--- config.mk ---
export PLATFORM = sky130hd
export DESIGN_NAME = alu_share_arbiter
export DESIGN_NICKNAME = d
export VERILOG_FILES = /design/src/rtl/alu_share_arbiter.sv
export SDC_FILE = /design/constraint.sdc
export NUM_CORES = 1
export LEC_CHECK = 0
export BUFFER_PORTS_ARGS = -buffer_cell sky130_fd_sc_hd__buf_2
export CAP_MARGIN = 20
export CORE_ASPECT_RATIO = 2
export CORE_MARGIN = 2
export CORE_UTILIZATION = 51
export DETAILED_ROUTE_END_ITERATION = 10
export GPL_TIMING_DRIVEN = 0
export PLACE_DENSITY_LB_ADDON = 0.2
export SLEW_MARGIN = 40
export SYNTH_ARGS = -nofsm -noshare
export SYNTH_HDL_FRONTEND = slang
export SYNTH_SLANG_ARGS = --single-unit
--- constraint.sdc ---
create_clock -name clk -period 7.4 [get_ports clk]
set_input_delay 1.48 -clock clk [delete_from_list [all_inputs] [get_ports clk]]
set_output_delay 1.48 -clock clk [all_outputs]
set_load 0.005 [all_outputs]
--- src/rtl/alu_share_arbiter.sv ---
// Round-robin sequencer sharing one combinational ALU/result mux between NREQ requesters.
// Accept in IDLE, drive the ALU for one EXEC cycle, return the tagged result in DONE.

module alu_share_lane #(
    parameter int WIDTH = 4,
    parameter int NREQ  = 4,
    parameter int ID_W  = 2,
    parameter int IDX   = 0
) (
    input  logic [ID_W-1:0] last,
    output logic [ID_W-1:0] rank
);
    // Distance of this lane from the slot after the last winner; 0 is top priority.
    always_comb begin
        int r;
        r    = (IDX + 2 * NREQ - int'(last) - 1) % NREQ;
        rank = ID_W'(r);
    end
endmodule

module alu_share_arbiter #(
    parameter  int WIDTH = 4,
    parameter  int NREQ  = 4,
    localparam int ID_W  = $clog2(NREQ)
) (
    input  logic                  clk,
    input  logic                  rst_n,
    input  logic [NREQ-1:0]       req,
    input  logic [3*NREQ-1:0]     op_i,
    input  logic [WIDTH*NREQ-1:0] a_i,
    input  logic [WIDTH*NREQ-1:0] b_i,
    output logic [NREQ-1:0]       gnt,
    output logic [2:0]            alu_ctrl,
    output logic [WIDTH-1:0]      alu_a,
    output logic [WIDTH-1:0]      alu_b,
    input  logic [WIDTH-1:0]      alu_res,
    output logic [WIDTH-1:0]      res_o,
    output logic [ID_W-1:0]       res_id,
    output logic                  res_valid,
    output logic                  op_err,
    output logic                  busy
);
    localparam logic [1:0] IDLE = 2'd0;
    localparam logic [1:0] EXEC = 2'd1;
    localparam logic [1:0] DONE = 2'd2;

    logic [1:0]                 state;
    logic [ID_W-1:0]            last;
    logic [2:0]                 op_q;
    logic [WIDTH-1:0]           a_q;
    logic [WIDTH-1:0]           b_q;
    logic [NREQ-1:0][ID_W-1:0]  rank;
    logic [ID_W-1:0]            win;
    logic                       found;
    logic [ID_W-1:0]            best;

    for (genvar k = 0; k < NREQ; k++) begin : g_lane
        alu_share_lane #(
            .WIDTH (WIDTH),
            .NREQ  (NREQ),
            .ID_W  (ID_W),
            .IDX   (k)
        ) u_lane (
            .last (last),
            .rank (rank[k])
        );
    end

    // Lowest rank among active requesters wins; ranks are unique so no tie-break is needed.
    always_comb begin
        found = 1'b0;
        best  = '0;
        win   = '0;
        for (int k = 0; k < NREQ; k++) begin
            if (req[k] && (!found || rank[k] < best)) begin
                found = 1'b1;
                best  = rank[k];
                win   = ID_W'(k);
            end
        end
    end

    always_ff @(posedge clk or negedge rst_n) begin
        if (!rst_n) begin
            state     <= IDLE;
            last      <= ID_W'(NREQ - 1);
            op_q      <= '0;
            a_q       <= '0;
            b_q       <= '0;
            gnt       <= '0;
            res_o     <= '0;
            res_id    <= '0;
            res_valid <= 1'b0;
            op_err    <= 1'b0;
        end else begin
            case (state)
                IDLE: begin
                    if (found) begin
                        op_q  <= op_i[3*win +: 3];
                        a_q   <= a_i[WIDTH*win +: WIDTH];
                        b_q   <= b_i[WIDTH*win +: WIDTH];
                        gnt   <= NREQ'(1) << win;
                        last  <= win;
                        state <= EXEC;
                    end
                end
                EXEC: begin
                    gnt       <= '0;
                    res_o     <= alu_res;
                    res_id    <= last;
                    op_err    <= (op_q > 3'd4);
                    res_valid <= 1'b1;
                    state     <= DONE;
                end
                DONE: begin
                    res_valid <= 1'b0;
                    state     <= IDLE;
                end
                default: begin
                    gnt       <= '0;
                    res_valid <= 1'b0;
                    state     <= IDLE;
                end
            endcase
        end
    end

    // Latched regs only change on acceptance, so the ALU inputs hold outside EXEC.
    assign alu_ctrl = op_q;
    assign alu_a    = a_q;
    assign alu_b    = b_q;
    assign busy     = (state != IDLE);
endmodule

# Word level (Yosys, flattened, before mapping)
# Index checks and enable logic that the tools add are counted.
# op_classes
eq_ne	3
reduce_logical	13
n_mux	15
bitwise	1
mul	1
magnitude_cmp	4
add_sub_neg	8
shifts	4
# ops
op	count
16-bit by 5-bit variable part select with 4-bit output	2
2-bit two-way mux	6
12-bit by 5-bit variable part select with 3-bit output	1
4-bit case mux with 2 select lines	1
2-bit subtractor, second input constant	4
2-bit < comparator	3
1-bit two-way mux	5
2-bit by 2-bit multiplier with 4-bit output, first input constant	1
4-bit two-way mux	1
2-bit case mux with 2 select lines	1
2-bit AND reduction	2
1-bit by 2-bit << shifter with 4-bit output, first input constant	1
1-bit by 2-bit subtractor with 2-bit output, first input constant	2
2-bit subtractor, first input constant	2
3-bit > comparator, second input constant	1
1-bit logical AND	3
1-bit logical NOT	3
1-bit logical OR	3
2-bit by 1-bit == test with 1-bit output, second input constant	1
2-bit == test, second input constant	1
2-bit logical NOT	1
2-bit != test, second input constant	1
1-bit case mux with 2 select lines	1
2-bit nonzero test	1
1-bit NOT	1
# totals
elab_cells	59
output_inout_bits	24
register_bits	27
in_bits	54

# Depth between registers and ports, before layout
# depth
ltp_word	18
mapped_depth	20

# Hierarchy
# From an unflattened synthesis, not the netlist that was laid out.
# hier_totals
hier_cells	165
hier_area_um2	1689.1
# modules_own_cells
mod	instances	cells_each	area_each_um2
alu_share_arbiter	1	157	1637.8
alu_share_lane at g_lane[1].u_lane ...	2	2	16.3
alu_share_lane at g_lane[2].u_lane	1	2	11.3
alu_share_lane at g_lane[0].u_lane	1	2	7.5

# Worst setup path before layout
# No wires, ideal clock.
# synth_path
kind	in2reg
startpoint	input port req[0]
endpoint	register a_q[1], in the netlist alu_a[1]
path_buffers	3
t_arrival_ps	4726
stages	18
path_slack_ps	2540
t_required_ps	7267
setup_time_ps	133
cell_sequence	nand2_1 > ha_1 > a21oi_1 > o21ai_2 > mux2_2 > ha_1 > o22ai_1 > o31a_1 > buf_2 > buf_6 > a21oi_1 > ha_1 > nor2b_2 > and4b_1 > a221o_2 > buf_6 > a211oi_2 > o32ai_2
# synth_via
elab_chain_cells	14
elab_cells_between_ends	24
classes_between	order compare: 3; shift: 1; mux: 10; reduce/logical: 10
# synth_rtl
item	line	source
from (decl)	28	input logic [NREQ-1:0] req,
2-bit two-way mux / 1-bit two-way mux (equally long branches)	75	if (req[k] && (!found || rank[k] < best)) begin
2-bit < comparator / 1-bit logical NOT (equally long branches)	75	
1-bit logical OR	75	
1-bit logical AND	75	
2-bit two-way mux / 1-bit two-way mux (equally long branches)	75	
2-bit < comparator / 1-bit logical NOT (equally long branches)	75	
1-bit logical OR	75	
1-bit logical AND	75	
2-bit two-way mux / 1-bit two-way mux (equally long branches)	75	
2-bit < comparator / 1-bit logical NOT (equally long branches)	75	
1-bit logical OR	75	
1-bit logical AND	75	
2-bit two-way mux / 1-bit two-way mux (equally long branches)	75	
16-bit by 5-bit variable part select with 4-bit output / 2-bit AND reduction (equally long branches)	-	
to (signal assigned)	100	a_q <= a_i[WIDTH*win +: WIDTH];
to (decl)	50	logic [WIDTH-1:0] a_q;
# Parallel ways exist; a longest one is shown, timed or not.
# A chain may end at the register's enable or synchronous reset.

# Worst setup path after layout
# layout_path
startpoint	input port req[0]
endpoint	register op_q[1], in the netlist alu_ctrl[1]
# layout_via
elab_chain_cells	15
elab_cells_between_ends	25
classes_between	mul: 1; order compare: 3; shift: 1; mux: 10; reduce/logical: 10
# layout_rtl
item	line	source
2-bit two-way mux / 1-bit two-way mux (equally long branches)	75	
2-bit < comparator / 1-bit logical NOT (equally long branches)	75	
1-bit logical OR	75	
1-bit logical AND	75	
2-bit two-way mux / 1-bit two-way mux (equally long branches)	75	
2-bit < comparator / 1-bit logical NOT (equally long branches)	75	
1-bit logical OR	75	
1-bit logical AND	75	
2-bit two-way mux / 1-bit two-way mux (equally long branches)	75	
2-bit < comparator / 1-bit logical NOT (equally long branches)	75	
1-bit logical OR	75	
1-bit logical AND	75	
2-bit two-way mux	75	
2-bit by 2-bit multiplier with 4-bit output	99	op_q <= op_i[3*win +: 3];
12-bit by 5-bit variable part select with 3-bit output	99	
to (signal assigned)	99	
to (decl)	49	logic [2:0] op_q;
# Parallel ways exist; a longest one is shown, timed or not.

==> impl_metrics.csv <==
group,metric,value,unit
cells_and_area,nets,299,
floorplanning,die-height,86.79,µm
pwr,ir_drop,0.0002510,V
clock_tree,clk_pin_slew,0.09,ns
timing,fin_crit,5.150,ns
placement,dp.cells,269,
timing,worst_pin_slew,0.6024,ns
clock_tree,cts.htree.levels,1,
clock_tree,numCtsBuffers,3,
critical_path,cp-end-kind,"register",
timing,fmax,194.2,MHz
clock_tree,root_buffer,"clkbuf_8",
timing,drv_slew,0,
routing,wire_per_inst,16.25,µm
synthesis,yosys_most_used_dff,"dfrtp_1",
synthesis,synth_top_cells_by_area,"dfrtp_1 (36%), mux2_2 (12%), o32ai_2 (6.5%)",
critical_path,crit_required,7.58,ns
grt,gr-usage-met3,0.02500,
critical_path,cp.arrival,5.33,ns
synthesis,yosysTopAreaCellShare,0.3579,
routing,ant_nets,0,
routing,drt-vias-per-instance,5.828,
critical_path,crit_start,"req[0]",
floorplanning,io_pins,78,
timing,rsz0062_at_grt,"false",
synthesis,ys_ff_latch,27,
synthesis,ys_seq_area_frac,0.3880,
clock_tree,clk_latency,0.27,ns
routing,dr.pass1.iters,4,
run,drv_cap,0,
hold_path,hold_class,"register to register",
clock_tree,cts_resized,0,
grt,overflow,0,
routing,drc,0,
clock_tree,post_cts_buffers,0,
grt,use_met1,0.2635,
timing,hold_viol_final,0,
clock_tree,cts_max_path_buffers,2,
synthesis,syn-cell-area,0.001748,mm²
pwr,p_leak,1.002,nW
grt,met2_usage,0.4405,
grt,grt_pass1_vias,1648,
hold_path,hold_depth,2,
timing,setup_violations,0,
critical_path,worst-path-max-fanout,10,
pwr,power_density,492.9,mW/mm²
floorplanning,rows,30,
cells_and_area,antenna_cells,0,
critical_path,rr_startpoint,"last[0]$_DFFE_PN1P_",
timing,fin_tns_setup,0,ns
critical_path,cp-start-kind,"primary input",
clock_tree,cts_tree,"built",
grt,grt_max_degree,28,
floorplanning,core-area,0.003341,mm²
floorplanning,start_util,0.5232,
critical_path,crit_type,"primary input to register",
outcome,status,"complete, no violations",
timing,max_slew_margin,0.5984,
critical_path,cp-endpoint,"alu_ctrl[1]$_DFFE_PN0P_",
grt,grt-busiest-layer,"met2",
routing,dr.first_iter.drc_count,26,
cells_and_area,fin_area,0.002220,mm²
placement,hpwl,3466,µm
critical_path,rr_worst_depth,20,
synthesis,ys_warn_count,0,
synthesis,synthArstFlopShare,1.000,
synthesis,yosysTopAreaCell,"dfrtp_1",
cells_and_area,fin_cells,273,
timing,fin_worst_skew,0.005320,ns
grt,grt_usage,0.2402,
floorplanning,die_area,0.003940,mm²
synthesis,syn_nets,217,
critical_path,rr_endpoint,"alu_ctrl[1]$_DFFE_PN0P_",
cells_and_area,layout-drive-gt1-share,0.5643,
routing,vias,1591,
routing,wirelength,4437,µm
synthesis,syn_area_per_cell,10.92,µm²
grt,grt_pass1_wl,7086,µm
grt,antenna_found_initial,0,
placement,place_area,0.002173,mm²
cells_and_area,synthToLayoutAreaGrowth,26.99,%
synthesis,synth_edf_count,0,
synthesis,synth.distinct_cells,42,
timing,period_share,0.6959,
placement,numPortBuffers,77,
floorplanning,die_x,45.40,µm
critical_path,regToRegSetupSlack,2.79,ns
placement,gp_congestion,0.8107,
synthesis,netlist_instances,160,
clock_tree,ctsHoldBuffers,0,
clock_tree,numClockSinks,27,
-- state kept, by name, summed over array words and instances, names as in the netlist --
register   count
gnt            4
op_err         1
res_o          4
state          2
alu_a          4
res_id         2
alu_b          4
last           2
res_valid      1
alu_ctrl       3
-- synth_stat cells, types with 2 or more instances --
master    instances
buf_2             6
a211oi_1          4
dfrtp_1          25
o21a_1            2
ha_1              3
inv_1             4
a21oi_1           3
o32ai_2           7
nor2_1           17
nand2_1           2
a211oi_2          7
mux2_2           18
o21ai_0          13
o32ai_1           4
dfstp_2           2
o211ai_1          2
or2_1             2
nor3_1           12
buf_6             4
-- layer usage --
| layer | up-vias | part of all wire |
|---|---|---|
| met4 | 0 | 0.011 |
| met1 | 760 | 0.38 |
| met3 | 6 | 0.037 |
| met2 | 51 | 0.57 |
| li1 | 774 | - |
| met5 | - | 0 |
-- cells by family (layout without fill, tap and decap cells) --
family / after synthesis / in the layout / share of synthesized area
adder cells (fa/ha/maj): 3 / 3 / 0.02148
flip-flops: 27 / 27 / 0.3880
multiplexers: 18 / 18 / 0.1160
buffers and inverters: 18 / 99 / 0.06370
AND/OR/NAND/NOR: 42 / 42 / 0.1331
AO/OA/AOI/OAI: 51 / 51 / 0.2727
XOR/XNOR: 1 / 1 / 0.005012
-- worst max-delay path, stage by stage --
cell,delay (ns)
buf_2,0.13
nand2_1,0.08
ha_1,0.29
a21oi_1,0.08
o21ai_2,0.31
mux2_2,0.40
ha_1,0.21
and4bb_1,0.26
o31a_1,0.13
buf_2,0.19
buf_6,0.18
nor2_1,0.05
a21oi_1,0.12
ha_1,0.18
nor2b_2,0.06
and4b_1,0.24
a221oi_4,0.38
buf_6,0.22
nor3_1,0.06
o32ai_2,0.25
-- area by class of cell --
type / count / area, µm²
fill: 287 / 1121
multi-input combinational: 115 / 958.4
sequential: 27 / 678.2
timing repair buffer: 77 / 385.4
buffer: 13 / 91.34
clock buffer: 3 / 41.29
tap: 32 / 40.04
inverter: 5 / 20.02
clock inverter: 1 / 5.005
-- worst min-delay path by stage --
stage | from | to | slack, ns
finish | gnt[1]$_DFFE_PN0P_ | gnt[1]$_DFFE_PN0P_ | 0.49
global route | state[0]$_DFFE_PN0P_ | gnt[3]$_DFFE_PN0P_ | 0.51
CTS | gnt[1]$_DFFE_PN0P_ | gnt[1]$_DFFE_PN0P_ | 0.50
detailed placement | gnt[1]$_DFFE_PN0P_ | gnt[1]$_DFFE_PN0P_ | 0.47
global placement | gnt[1]$_DFFE_PN0P_ | gnt[1]$_DFFE_PN0P_ | 0.48
floorplan | state[0]$_DFFE_PN0P_ | gnt[3]$_DFFE_PN0P_ | 0.45
-- per-stage QoR --
stage | power [W] | hold WS (ns) | utilization | setup WS, ns
6_report | 0.001094 | 0.4898 | 0.6644 | 2.250
5_1_grt | 0.001183 | 0.5094 | 0.6644 | 1.936
4_1_cts | 0.001108 | 0.4961 | 0.6644 | 2.216
3_5_place_dp | 0.001022 | 0.4745 | 0.6506 | 1.926
3_3_place_gp | 0.001010 | 0.4776 | 0.6506 | 1.964
2_1_floorplan | 0.0008244 | 0.4487 | - | 2.540
-- layout by cell type (no fill, tap or decap), types with 4 or more instances in the layout --
master / count
buf_6: 4
a211oi_2: 7
o32ai_2: 7
dfrtp_1: 25
mux2_2: 18
buf_2: 83
nor2_1: 17
o21ai_0: 13
o32ai_1: 4
nor3_1: 12
a211oi_1: 4
inv_1: 4
-- report_power, final --
group / internal, W / leakage, nW / total (W) / switching (W)
Sequential: 0.000226 / 0.312 / 0.000274 / 0.0000485
Combinational: 0.000352 / 0.664 / 0.000737 / 0.000385
Clock: 0.0000377 / 0.0255 / 0.0000829 / 0.0000452
Power figures use the tool's default switching activity.
